**src/rtl/lr35902_dma.sv**
```systemverilog
// OAM DMA engine behind register FF46: copies BYTES bytes from {src,00} into OAM,
// one byte per M-cycle (4 T-cycles), acting as initiator of the DMA bus.
module lr35902_dma #(
  parameter int BYTES       = 160,
  parameter int START_DELAY = 4
) (
  input  logic        clk,
  input  logic        reset,
  input  logic [7:0]  din,
  output logic [7:0]  dout,
  input  logic        read,
  input  logic        write,
  output logic        active,
  output logic [15:0] adr_src,
  output logic        rd_src,
  input  logic [7:0]  data_src,
  output logic [7:0]  adr_oam,
  output logic [7:0]  data_oam,
  output logic        wr_oam
);

  typedef enum logic [1:0] {
    ST_IDLE  = 2'd0,
    ST_DELAY = 2'd1,
    ST_XFER  = 2'd2
  } state_t;

  localparam logic [7:0] LAST_IDX  = 8'(BYTES - 1);
  localparam logic [7:0] DELAY_LD  = 8'(START_DELAY - 1);

  state_t      state_q, state_d;
  logic [7:0]  src_q, src_d;
  logic [7:0]  idx_q, idx_d;
  logic [1:0]  ph_q, ph_d;
  logic [7:0]  cnt_q, cnt_d;
  logic        active_q, active_d;
  logic [7:0]  data_q, data_d;
  logic [7:0]  src_eff;

  // The register value is always readable; the top qualifies the read itself.
  logic unused_read;
  assign unused_read = read;

  // NOTE: synchronous reset lives inside the clocked block; every flop here is
  // reset, including data_q, because it is architecturally visible on data_oam.
  always_ff @(posedge clk) begin
    if (reset) begin
      state_q  <= ST_IDLE;
      src_q    <= 8'h00;
      idx_q    <= 8'h00;
      ph_q     <= 2'd0;
      cnt_q    <= 8'h00;
      active_q <= 1'b0;
      data_q   <= 8'h00;
    end else begin
      state_q  <= state_d;
      src_q    <= src_d;
      idx_q    <= idx_d;
      ph_q     <= ph_d;
      cnt_q    <= cnt_d;
      active_q <= active_d;
      data_q   <= data_d;
    end
  end

  // NOTE: every signal gets a default hold value first, so no path leaves a
  // combinational output unassigned and no latch is inferred.
  always_comb begin
    state_d  = state_q;
    src_d    = src_q;
    idx_d    = idx_q;
    ph_d     = ph_q;
    cnt_d    = cnt_q;
    active_d = active_q;
    data_d   = data_q;
    if (write) begin
      // A write restarts from any state; active is held so a restart never drops it.
      src_d   = din;
      idx_d   = 8'h00;
      ph_d    = 2'd0;
      cnt_d   = DELAY_LD;
      state_d = ST_DELAY;
    end else begin
      case (state_q)
        ST_DELAY: begin
          if (cnt_q == 8'h00) begin
            state_d  = ST_XFER;
            active_d = 1'b1;
          end else begin
            cnt_d = cnt_q - 8'h01;
          end
        end
        ST_XFER: begin
          if (ph_q == 2'd2) data_d = data_src;
          if (ph_q == 2'd3) begin
            ph_d = 2'd0;
            if (idx_q == LAST_IDX) begin
              state_d  = ST_IDLE;
              active_d = 1'b0;
              idx_d    = 8'h00;
            end else begin
              idx_d = idx_q + 8'h01;
            end
          end else begin
            ph_d = ph_q + 2'd1;
          end
        end
        default: ;
      endcase
    end
  end

  // Addresses 0xE0..0xFF are the echo of work RAM and fold back onto 0xC0..0xDF.
  assign src_eff = (src_q >= 8'hE0) ? (src_q & 8'hDF) : src_q;

  always_comb begin
    rd_src  = 1'b0;
    wr_oam  = 1'b0;
    adr_oam = 8'h00;
    adr_src = {src_eff, 8'h00};
    if (state_q == ST_XFER) begin
      rd_src  = (ph_q != 2'd3);
      // A write landing on the commit phase abandons the byte being written.
      wr_oam  = (ph_q == 2'd3) && !write;
      adr_oam = idx_q;
      adr_src = {src_eff, idx_q};
    end
  end

  assign dout     = src_q;
  assign active   = active_q;
  assign data_oam = data_q;

endmodule

```
**config.mk**
```make
export PLATFORM = sky130hd
export DESIGN_NAME = lr35902_dma
export DESIGN_NICKNAME = d
export VERILOG_FILES = /design/src/rtl/lr35902_dma.sv
export SDC_FILE = /design/constraint.sdc
export NUM_CORES = 1
export LEC_CHECK = 0
export ABC_AREA = 1
export CAP_MARGIN = 20
export CORE_MARGIN = 2
export CORE_UTILIZATION = 49
export CTS_CLUSTER_SIZE = 8
export DETAILED_ROUTE_END_ITERATION = 12
export PLACE_DENSITY = 0.85
export SLEW_MARGIN = 0
export SYNTH_ARGS = -nofsm -noshare
export SYNTH_HDL_FRONTEND = slang
export SYNTH_SLANG_ARGS = --single-unit
```
**constraint.sdc**
```tcl
create_clock -name clk -period 4.15 [get_ports clk]
set_input_delay 0.83 -clock clk [delete_from_list [all_inputs] [get_ports clk]]
set_output_delay 0.83 -clock clk [all_outputs]
set_load 0.02 [all_outputs]
```
==> results of run 1 <==
flip-flops by register name, summed over array words and instances, names as in the netlist:
name and count:
ph_q 2, cnt_q 8, idx_q 8, data_oam 8
dout 8, active 1, state_q 2
cells in the final DEF (no fill, tap or decap):
cell and n:
clkdlybuf4s50_1 61, o21ai_0 22, bufinv_16 2, dfxtp_1 37
nand3_1 9, clkinv_2 1, a21oi_2 2, nor2_2 3
o21ai_1 2, nand3_2 2, a21o_1 1, nor3_1 1
inv_1 40, ha_1 7, inv_4 1, clkbuf_8 5
xnor2_1 1, xor2_1 4, a211oi_1 1, nand4_1 1
o21ai_2 2, nor2_1 37, a21boi_0 1, or2_1 1
a21oi_1 21, nand2_1 48
area by class of cell:
cell class              instances  area [um2]  share of cell area [%]
clock inverters                 3        65.1                    2.57
inverters                      41         156                    6.17
flip-flops and latches         37         741                    29.2
multi-input cells             166         835                    32.9
repair buffers                 61         611                    24.1
well taps                      48        60.1                    2.37
clock buffers                   5        68.8                    2.71
path summary, 6_finish.rpt:
| kind | end | slack (ns) | cells past startpoint |
|---|---|---|---|
| setup / recovery | wr_oam | 1.04 | 5 |
| hold / removal | data_oam[4] | 0.44 | 2 |
| setup reg to reg | data_oam[3] | 2.16 | 5 |
| hold reg to reg | data_oam[4] | 0.44 | 2 |
stage by stage:
step	util [%]	area [um2]	instances	hold WS, ns	worst slack, ns
final	68.8	2540	361	0.444	1.04
after global routing	68.8	2540	361	0.482	0.860
after CTS	68.8	2540	361	0.449	1.01
after detailed placement	65.1	2400	353	0.438	1.07
after global placement	65.1	2400	353	0.432	1.06
after floorplan	-	1890	266	0.437	2.03
power by group through the flow:
stage          registers, uW  logic [uW]  clock network, uW
6_report                 377         146                365
2_1_floorplan            392        90.4                  0
3_5_place_dp             385         144                  0
4_1_cts                  377         147                370
5_1_grt                  379         160                394
3_3_place_gp             385         141                  0
routing by layer:
layer	wire [um]	vias to the layer above	share of wire [%]	GRT usage [%]
met5	0	-	0	0
li1	-	900	-	-
met3	166	2	4.2	5.28
met1	1730	793	44	22.4
met2	2010	29	51	33.5
met4	21	0	0.53	4.59
worst min-delay path: cells and delay by family (launching register included):
kind	cells	cell delay (ns)
compound gates	1	0.05
buf+inv	1	0.04
flops	1	0.31
kinds of logic after synthesis:
group / Yosys count / synth area share [%]
compound gates: 52 / 15.0
xor+xnor: 5 / 2.32
fa+ha+maj: 7 / 4.63
buf+inv: 63 / 16.7
flops: 37 / 39.2
simple gates: 102 / 22.2
==> impl_metrics.json, run 1 <==
{
  "status": "complete, no violations",
  "drt-initial-drc-count": 84,
  "ant_nets": 0,
  "cts_root_buf": "clkbuf_8",
  "grt_pass1_vias": 1604,
  "synth_seq_area_share_pct": 39.2,
  "syn_inst": 266,
  "track_usage_pct": 18.9,
  "io_pins": 63,
  "place_hpwl_um": 2890,
  "h-tree-depth": 2,
  "postSynthAreaPerCell_um2": 7.11,
  "required_ns": 3.32,
  "die_area_mm2": 0.00437,
  "synthTopCellsByCount": "48 x nand2_1, 40 x inv_1, 37 x dfxtp_1, 37 x nor2_1, 22 x o21ai_0",
  "yosys-top-cells-area": "dfxtp_1 39%, nand2_1 9.5%, inv_1 7.9%",
  "yosysWarnings": 0,
  "grt_pass1_wl_um": 6520,
  "clkTransAtPathRegs_ns": 0.07,
  "place.gp.congestion": 0.800,
  "area_growth_pct": 34.1,
  "p_seq_share_pct": 42.5,
  "combinationalPowerShare_pct": 16.4,
  "crit_path_end_kind": "output port",
  "leakage_uw": 0.00107,
  "die_w_um": 66.1,
  "cp_slowest_cell": "clkdlybuf4s50_1",
  "drv_cap": 0,
  "hold_viol_final": 0,
  "ys_ff_latch": 37,
  "crit_path_max_fanout": 17,
  "period_needed_ns": 3.11,
  "min_from": "data_oam[4]",
  "clock_latency_ns": 0.28,
  "crit_type": "reg2out",
  "cts_tree": "yes",
  "timing.critical_path.cells": "inv_1, ha_1, nand2_1, nor2_1, clkdlybuf4s50_1",
  "rsz0062_at_grt": "no",
  "syn_nets": 293,
  "fin_nets": 339,
  "synth_most_common_cell": "nand2_1",
  "fillers": 320,
  "fin_tns_setup_ns": 0,
  "num_vias": 1724,
  "startpoint": "state_q[0]",
  "maxSlewHeadroom_pct": 58.1,
  "die_y_um": 66.1,
  "p_int_uw": 671,
  "swShare_pct": 24.3,
  "syn_area_mm2": 0.00189,
  "dr.pass1.iters": 4,
  "critPathMaxStageDelay_ns": 0.62,
  "grt_max_degree": 18,
  "routed_via_density": 4.78,
  "cts-hold-fix-buffers": 0,
  "p_switching_uw": 216,
  "postRouteWirelength_um": 3930,
  "coreArea_mm2": 0.00369,
  "slew_violations": 0,
  "diodes": 0,
  "yosysTopAreaCell": "dfxtp_1",
  "synthArstFlopShare_pct": 0,
  "postSynth.topFlopCell": "dfxtp_1",
  "port_buffers": 61,
  "synth_edf_count": 0,
  "initial_core_util_pct": 51.3,
  "clkPwrFrac_pct": 41.1,
  "drc_errors": 0,
  "finClkSkew_ns": 0.00492,
  "drt-wirelength-per-cell_um": 10.9,
  "final-setup-viol-count": 0,
  "critPathLaunchType": "register",
  "cts_resized": 0,
  "num_rows": 22,
  "worstPathArrival_ns": 2.28,
  "cts.sinks": 37,
  "tightestPinTransition_ns": 0.628,
  "ys_types": 27,
  "hp-class": "reg2reg",
  "totalPowerFinal_uw": 887,
  "yosysTopAreaCellShare_pct": 39.2,
  "p_per_area_mw_per_mm2": 350,
  "grt_antenna_before_repair": 0,
  "period_share_pct": 74.9,
  "r2r_start": "state_q[0]",
  "fmax_mhz": 322,
  "gr-total-overflow": 0,
  "critical-path-top-delay-family": "buffers and inverters",
  "ir_drop_uv": 221,
  "ctsLongestPathBuffers": 2,
  "postCtsSetupBuffers": 0,
  "drive_above_1_share_pct": 5.75,
  "numCtsBuffers": 5,
  "crit_buf_inv": 2
}
(Power assumes the default switching activity.)
==> inputs of run 2 (changes only) <==
--- a/config.mk
+++ b/config.mk
@@ -8,10 +8,10 @@
 export ABC_AREA = 1
 export CAP_MARGIN = 20
 export CORE_MARGIN = 2
-export CORE_UTILIZATION = 49
+export CORE_UTILIZATION = 45
 export CTS_CLUSTER_SIZE = 8
 export DETAILED_ROUTE_END_ITERATION = 12
-export PLACE_DENSITY = 0.85
+export PLACE_DENSITY = 0.79
 export SLEW_MARGIN = 0
 export SYNTH_ARGS = -nofsm -noshare
 export SYNTH_HDL_FRONTEND = slang
==> constraint.sdc (replaced) <==
create_clock -name clk -period 3.2 [get_ports clk]
set_input_delay 0.64 -clock clk [delete_from_list [all_inputs] [get_ports clk]]
set_output_delay 0.64 -clock clk [all_outputs]
set_load 0.02 [all_outputs]
==> run 2 against run 1 <==
  * Die area up 8.3%
  * Global-route usage is 1.8 points lower
  * Non-clock buffer count grew 2
  * Flip-flop and latch count stayed put
  * Sequential share of layout area grew 0.17 points
  * Cell count grew 1.1%
  * Design area shrank 0.59%
  * Count of clock-buffer cells in the layout up 2
  * Combinational power rose by 30%
  * Largest power group unchanged
  * Highest routed layer unchanged
==> impl_metrics.json, run 2 (synthesis results as in run 1) <==
{
  "status": "complete, no violations",
  "required_ns": 2.56,
  "place.gp.congestion": 0.785,
  "num_rows": 23,
  "ctsLongestPathBuffers": 2,
  "rrSetupSlack_ns": 1.29,
  "critPathMaxStageDelay_ns": 0.63,
  "multiInputGateArea_um2": 835,
  "period_share_pct": 86.3,
  "clock_latency_ns": 0.29,
  "final_util_pct": 62.6,
  "maxSlewHeadroom_pct": 61.2,
  "leakage_uw": 0.00106,
  "dr.pass1.iters": 4,
  "slew_violations": 0,
  "cts-hold-fix-buffers": 0,
  "cts_tree": "yes",
  "fin_tns_setup_ns": 0,
  "r2r_start": "state_q[0]",
  "final_common_cell": "clkdlybuf4s50_1",
  "drc_errors": 0,
  "cts_resized": 0,
  "port_buffers": 61,
  "track_usage_pct": 17.1,
  "layout_common_cells": "61 x clkdlybuf4s50_1, 48 x nand2_1, 40 x inv_1",
  "period_needed_ns": 2.76,
  "area.sequential_um2": 741,
  "fmax_mhz": 362,
  "fillers": 374,
  "grt_pass1_vias": 1445,
  "initial_core_util_pct": 46.9,
  "rsz0062_at_grt": "no",
  "critPathLaunchType": "register",
  "fin_nets": 341,
  "timing.critical_path.cells": "inv_1, ha_1, buf_4, inv_4, nor2_2, clkdlybuf4s50_1",
  "cts.sinks": 37,
  "worstPathArrival_ns": 2.12,
  "drt-initial-drc-count": 118,
  "min_from": "data_oam[2]",
  "die_y_um": 68.8,
  "place_hpwl_um": 2960,
  "met1_length_um": 1850,
  "numCtsBuffers": 5,
  "die_w_um": 68.8,
  "diodes": 0,
  "finClkSkew_ns": 0.00480,
  "cp_slowest_cell": "clkdlybuf4s50_1",
  "wl_met3_um": 228,
  "worstHoldEndpoint": "data_oam[2]",
  "drv_cap": 0,
  "crit_path_max_fanout": 10,
  "totalPowerFinal_uw": 1030,
  "area_growth_pct": 33.4,
  "num_vias": 1754,
  "ant_nets": 0,
  "p_per_area_mw_per_mm2": 410,
  "crit_path_end_kind": "output port",
  "maxUsedRoutingLayer": "met4",
  "grt_pass1_wl_um": 6060,
  "hp-class": "reg2reg",
  "postCtsSetupBuffers": 0,
  "h-tree-depth": 2,
  "gr-total-overflow": 0,
  "drive_above_1_share_pct": 6.35,
  "io_pins": 63,
  "r2r-end": "data_oam[6]",
  "clkTransAtPathRegs_ns": 0.07,
  "grt_antenna_before_repair": 0,
  "drt-wirelength-per-cell_um": 11.1,
  "tightestPinTransition_ns": 0.581,
  "routed_via_density": 4.81,
  "grt_max_degree": 18,
  "coreArea_mm2": 0.00403,
  "crit_type": "reg2out",
  "ir_drop_uv": 361,
  "r2r_cells": 6,
  "die_area_mm2": 0.00474,
  "hold_viol_final": 0,
  "cts_root_buf": "clkbuf_8",
  "wl_met2_um": 1920,
  "final-setup-viol-count": 0,
  "postRouteWirelength_um": 4040,
  "min_path_cells": 2
}
run 2: cell types whose count changed in the layout (fill, tap and decap cells not counted):
| cell | previous run | this run |
|---|---|---|
| buf_4 | 0 | 2 |
| bufinv_16 | 2 | 0 |
| clkbuf_8 | 5 | 7 |
run 2: per-layer routing:
layer | track usage (%) | up-vias
met3 | 5.68 | 6
met2 | 27.2 | 42
met4 | 5.15 | 0
li1 | - | 910
met5 | 0 | -
met1 | 22.0 | 796
run 2: power breakdown:
part | internal [uW] | switching, uW
Clock | 195 | 161
Combinational | 85.6 | 105
Sequential | 477 | 11.4
Total | 757 | 277
run 2: final cells by class:
cell class | count | share of cell area (%)
clock inverters | 1 | 0.199
flip-flops and latches | 37 | 29.4
well taps | 50 | 2.48
inverters | 41 | 6.20
repair buffers | 63 | 24.8
clock buffers | 7 | 3.82
multi-input cells | 166 | 33.1
run 2: worst max-delay path by stage:
stage / start / to / depth (start not counted)
3_5_place_dp: write / wr_oam / 3
3_3_place_gp: write / wr_oam / 3
6_report: state_q[0] / rd_src / 6
5_1_grt: state_q[0] / rd_src / 6
2_1_floorplan: state_q[0] / adr_src[0] / 7
4_1_cts: state_q[0] / rd_src / 6
run 2: through the flow:
| step | std cells | hold slack (ns) | cell area (um2) | worst slack (ns) |
|---|---|---|---|---|
| CTS | 365 | 0.450 | 2520 | 0.453 |
| global placement | 357 | 0.432 | 2420 | 0.474 |
| finish | 365 | 0.448 | 2520 | 0.439 |
| detailed placement | 357 | 0.439 | 2420 | 0.467 |
| floorplan | 266 | 0.437 | 1890 | 1.38 |
| global route | 365 | 0.476 | 2520 | 0.305 |
run 2: critical path, delay by kind of cell, from the launching register on:
family        cells  cell delay [ns]
fa+ha+maj         1             0.35
buf+inv           4             0.99
flops             1             0.33
simple gates      1             0.16
==> inputs of run 3 (changes only) <==
--- a/config.mk
+++ b/config.mk
@@ -12,7 +12,6 @@
 export CTS_CLUSTER_SIZE = 8
 export DETAILED_ROUTE_END_ITERATION = 12
 export PLACE_DENSITY = 0.79
-export SLEW_MARGIN = 0
 export SYNTH_ARGS = -nofsm -noshare
 export SYNTH_HDL_FRONTEND = slang
 export SYNTH_SLANG_ARGS = --single-unit
==> constraint.sdc (replaced) <==
create_clock -name clk -period 2.9 [get_ports clk]
set_input_delay 0.58 -clock clk [delete_from_list [all_inputs] [get_ports clk]]
set_output_delay 0.58 -clock clk [all_outputs]
set_load 0.02 [all_outputs]
==> run 3 against run 2 <==
  * Design area decreased by 0.30%
  * Critical path depth shrank 1
  * Non-clock buffer count is 1 higher
  * First-iteration DRC count shrank 57%
  * Largest power group unchanged
  * Largest cell class unchanged
  * Worst setup slack worse by 0.15 ns
  * Critical endpoint is now wr_oam
  * Core utilization fell by 0.19 points
  * Clock power about the same
  * Clock skew up 0.0016 ns
  * Sequential share of layout area is 0.088 points higher
  * Cell count is the same
  * Sequential power is 10% higher
==> impl_metrics.json, run 3 (synthesis results as in run 1) <==
{
  "status": "complete, no violations",
  "period_share_pct": 90.2,
  "postRouteWirelength_um": 4030,
  "required_ns": 2.32,
  "r2r-end": "data_oam[0]",
  "p_seq_share_pct": 48.8,
  "grt_pass1_wl_um": 6220,
  "cts.sinks": 37,
  "tightestPinTransition_ns": 0.540,
  "leakage_uw": 0.00106,
  "worstHoldEndpoint": "data_oam[4]",
  "ctsLongestPathBuffers": 2,
  "grt_max_degree": 18,
  "p_per_area_mw_per_mm2": 440,
  "cts-hold-fix-buffers": 0,
  "maxSlewHeadroom_pct": 64.0,
  "numCtsBuffers": 5,
  "fin_nets": 342,
  "routed_via_density": 4.70,
  "ir_drop_uv": 313,
  "drive_above_1_share_pct": 6.03,
  "dr.pass1.iters": 4,
  "io_pins": 63,
  "cts_resized": 0,
  "final_cell_count_no_fill": 365,
  "initial_core_util_pct": 46.9,
  "r2r_start": "state_q[0]",
  "num_vias": 1715,
  "crit_path_end_kind": "output port",
  "min_path_cells": 2,
  "timing.critical_path.cells": "inv_1, ha_1, nand2_1, nor2_1, clkdlybuf4s50_1",
  "finClkSkew_ns": 0.00640,
  "layout_common_cells": "61 x clkdlybuf4s50_1, 48 x nand2_1, 40 x inv_1",
  "port_buffers": 61,
  "dp.cells": 358,
  "hp-class": "reg2reg",
  "clkPwrFrac_pct": 32.2,
  "final_common_cell": "clkdlybuf4s50_1",
  "die_w_um": 68.8,
  "critical-path-top-delay-family": "buffers and inverters",
  "crit_type": "reg2out",
  "worstPathArrival_ns": 2.04,
  "gr-total-overflow": 0,
  "r2r_cells": 6,
  "cts_tree": "yes",
  "drv_cap": 0,
  "die_y_um": 68.8,
  "fillers": 383,
  "path_depth": 5,
  "p_switching_uw": 294,
  "place_hpwl_um": 2980,
  "cts_root_buf": "clkbuf_8",
  "h-tree-depth": 2,
  "num_rows": 23,
  "final-setup-viol-count": 0,
  "rrSetupSlack_ns": 1.03,
  "combinationalPowerShare_pct": 18.9,
  "critPathMaxStageDelay_ns": 0.62,
  "rsz0062_at_grt": "no",
  "track_usage_pct": 17.9,
  "die_area_mm2": 0.00474,
  "cp_slowest_cell": "clkdlybuf4s50_1",
  "crit_buf_inv": 2,
  "drc_errors": 0,
  "p_int_uw": 810,
  "slew_violations": 0,
  "grt_antenna_before_repair": 0,
  "crit_path_max_fanout": 9,
  "clock_latency_ns": 0.29,
  "period_needed_ns": 2.62,
  "critPathLaunchType": "register",
  "drt-wirelength-per-cell_um": 11.0,
  "postCtsSetupBuffers": 0,
  "grt_pass1_vias": 1431,
  "clkTransAtPathRegs_ns": 0.07,
  "coreArea_mm2": 0.00403,
  "diodes": 0,
  "fmax_mhz": 382,
  "totalPowerFinal_uw": 1100,
  "hold_viol_final": 0,
  "min_from": "data_oam[4]",
  "area.sequential_um2": 741,
  "drt-initial-drc-count": 51,
  "fin_tns_setup_ns": 0,
  "multiInputGateArea_um2": 835,
  "place.gp.congestion": 0.761,
  "swShare_pct": 26.7,
  "area_growth_pct": 33.0,
  "ant_nets": 0
}
## run 3: cell count changes in the layout (fill, tap and decap cells not counted), sizes merged
cell,before,now
buf,2,3
clkinv,1,0
## run 3: power by group through the flow
stage	registers (uW)	clock network (uW)	logic, uW
5_1_grt	542	384	234
4_1_cts	540	365	211
2_1_floorplan	560	0	129
3_3_place_gp	550	0	207
3_5_place_dp	551	0	210
6_report	539	356	209
## run 3: worst max path at each step
stage               start          to  slack (ns)
6_report       state_q[0]      wr_oam        0.28
5_1_grt        state_q[0]      wr_oam        0.07
4_1_cts        state_q[0]      wr_oam        0.26
3_5_place_dp        write      wr_oam        0.54
3_3_place_gp        write      wr_oam        0.52
2_1_floorplan  state_q[0]  adr_src[0]        1.14
## run 3: worst reg2reg max path, stage by stage (launching register included)
cell	delay (ns)
dfxtp_1	0.32
inv_1	0.05
ha_1	0.38
buf_4	0.24
nand3_1	0.37
o21ai_0	0.32
a21oi_1	0.06
## run 3: layout make-up
class                   count  share of cell area, %
flip-flops and latches     37                   29.5
well taps                  50                   2.49
multi-input cells         166                   33.2
inverters                  41                   6.22
clock buffers               7                   3.43
repair buffers             64                   25.2
## run 3: through the flow
stage / area [um2] / hold WS [ns] / util (%) / worst slack, ns
after floorplan: 1890 / 0.437 / - / 1.14
after global placement: 2430 / 0.432 / 60.2 / 0.521
after detailed placement: 2430 / 0.441 / 60.2 / 0.543
after CTS: 2510 / 0.451 / 62.4 / 0.260
after global routing: 2510 / 0.471 / 62.4 / 0.0698
final: 2510 / 0.451 / 62.4 / 0.284
## run 3: per-layer routing
layer	up-vias	global-route usage, %	part of all wire, %
met2	34	28.6	47
met4	0	8.82	2.3
met3	11	4.87	4.6
met1	762	22.1	46
li1	908	-	-
met5	-	0	0
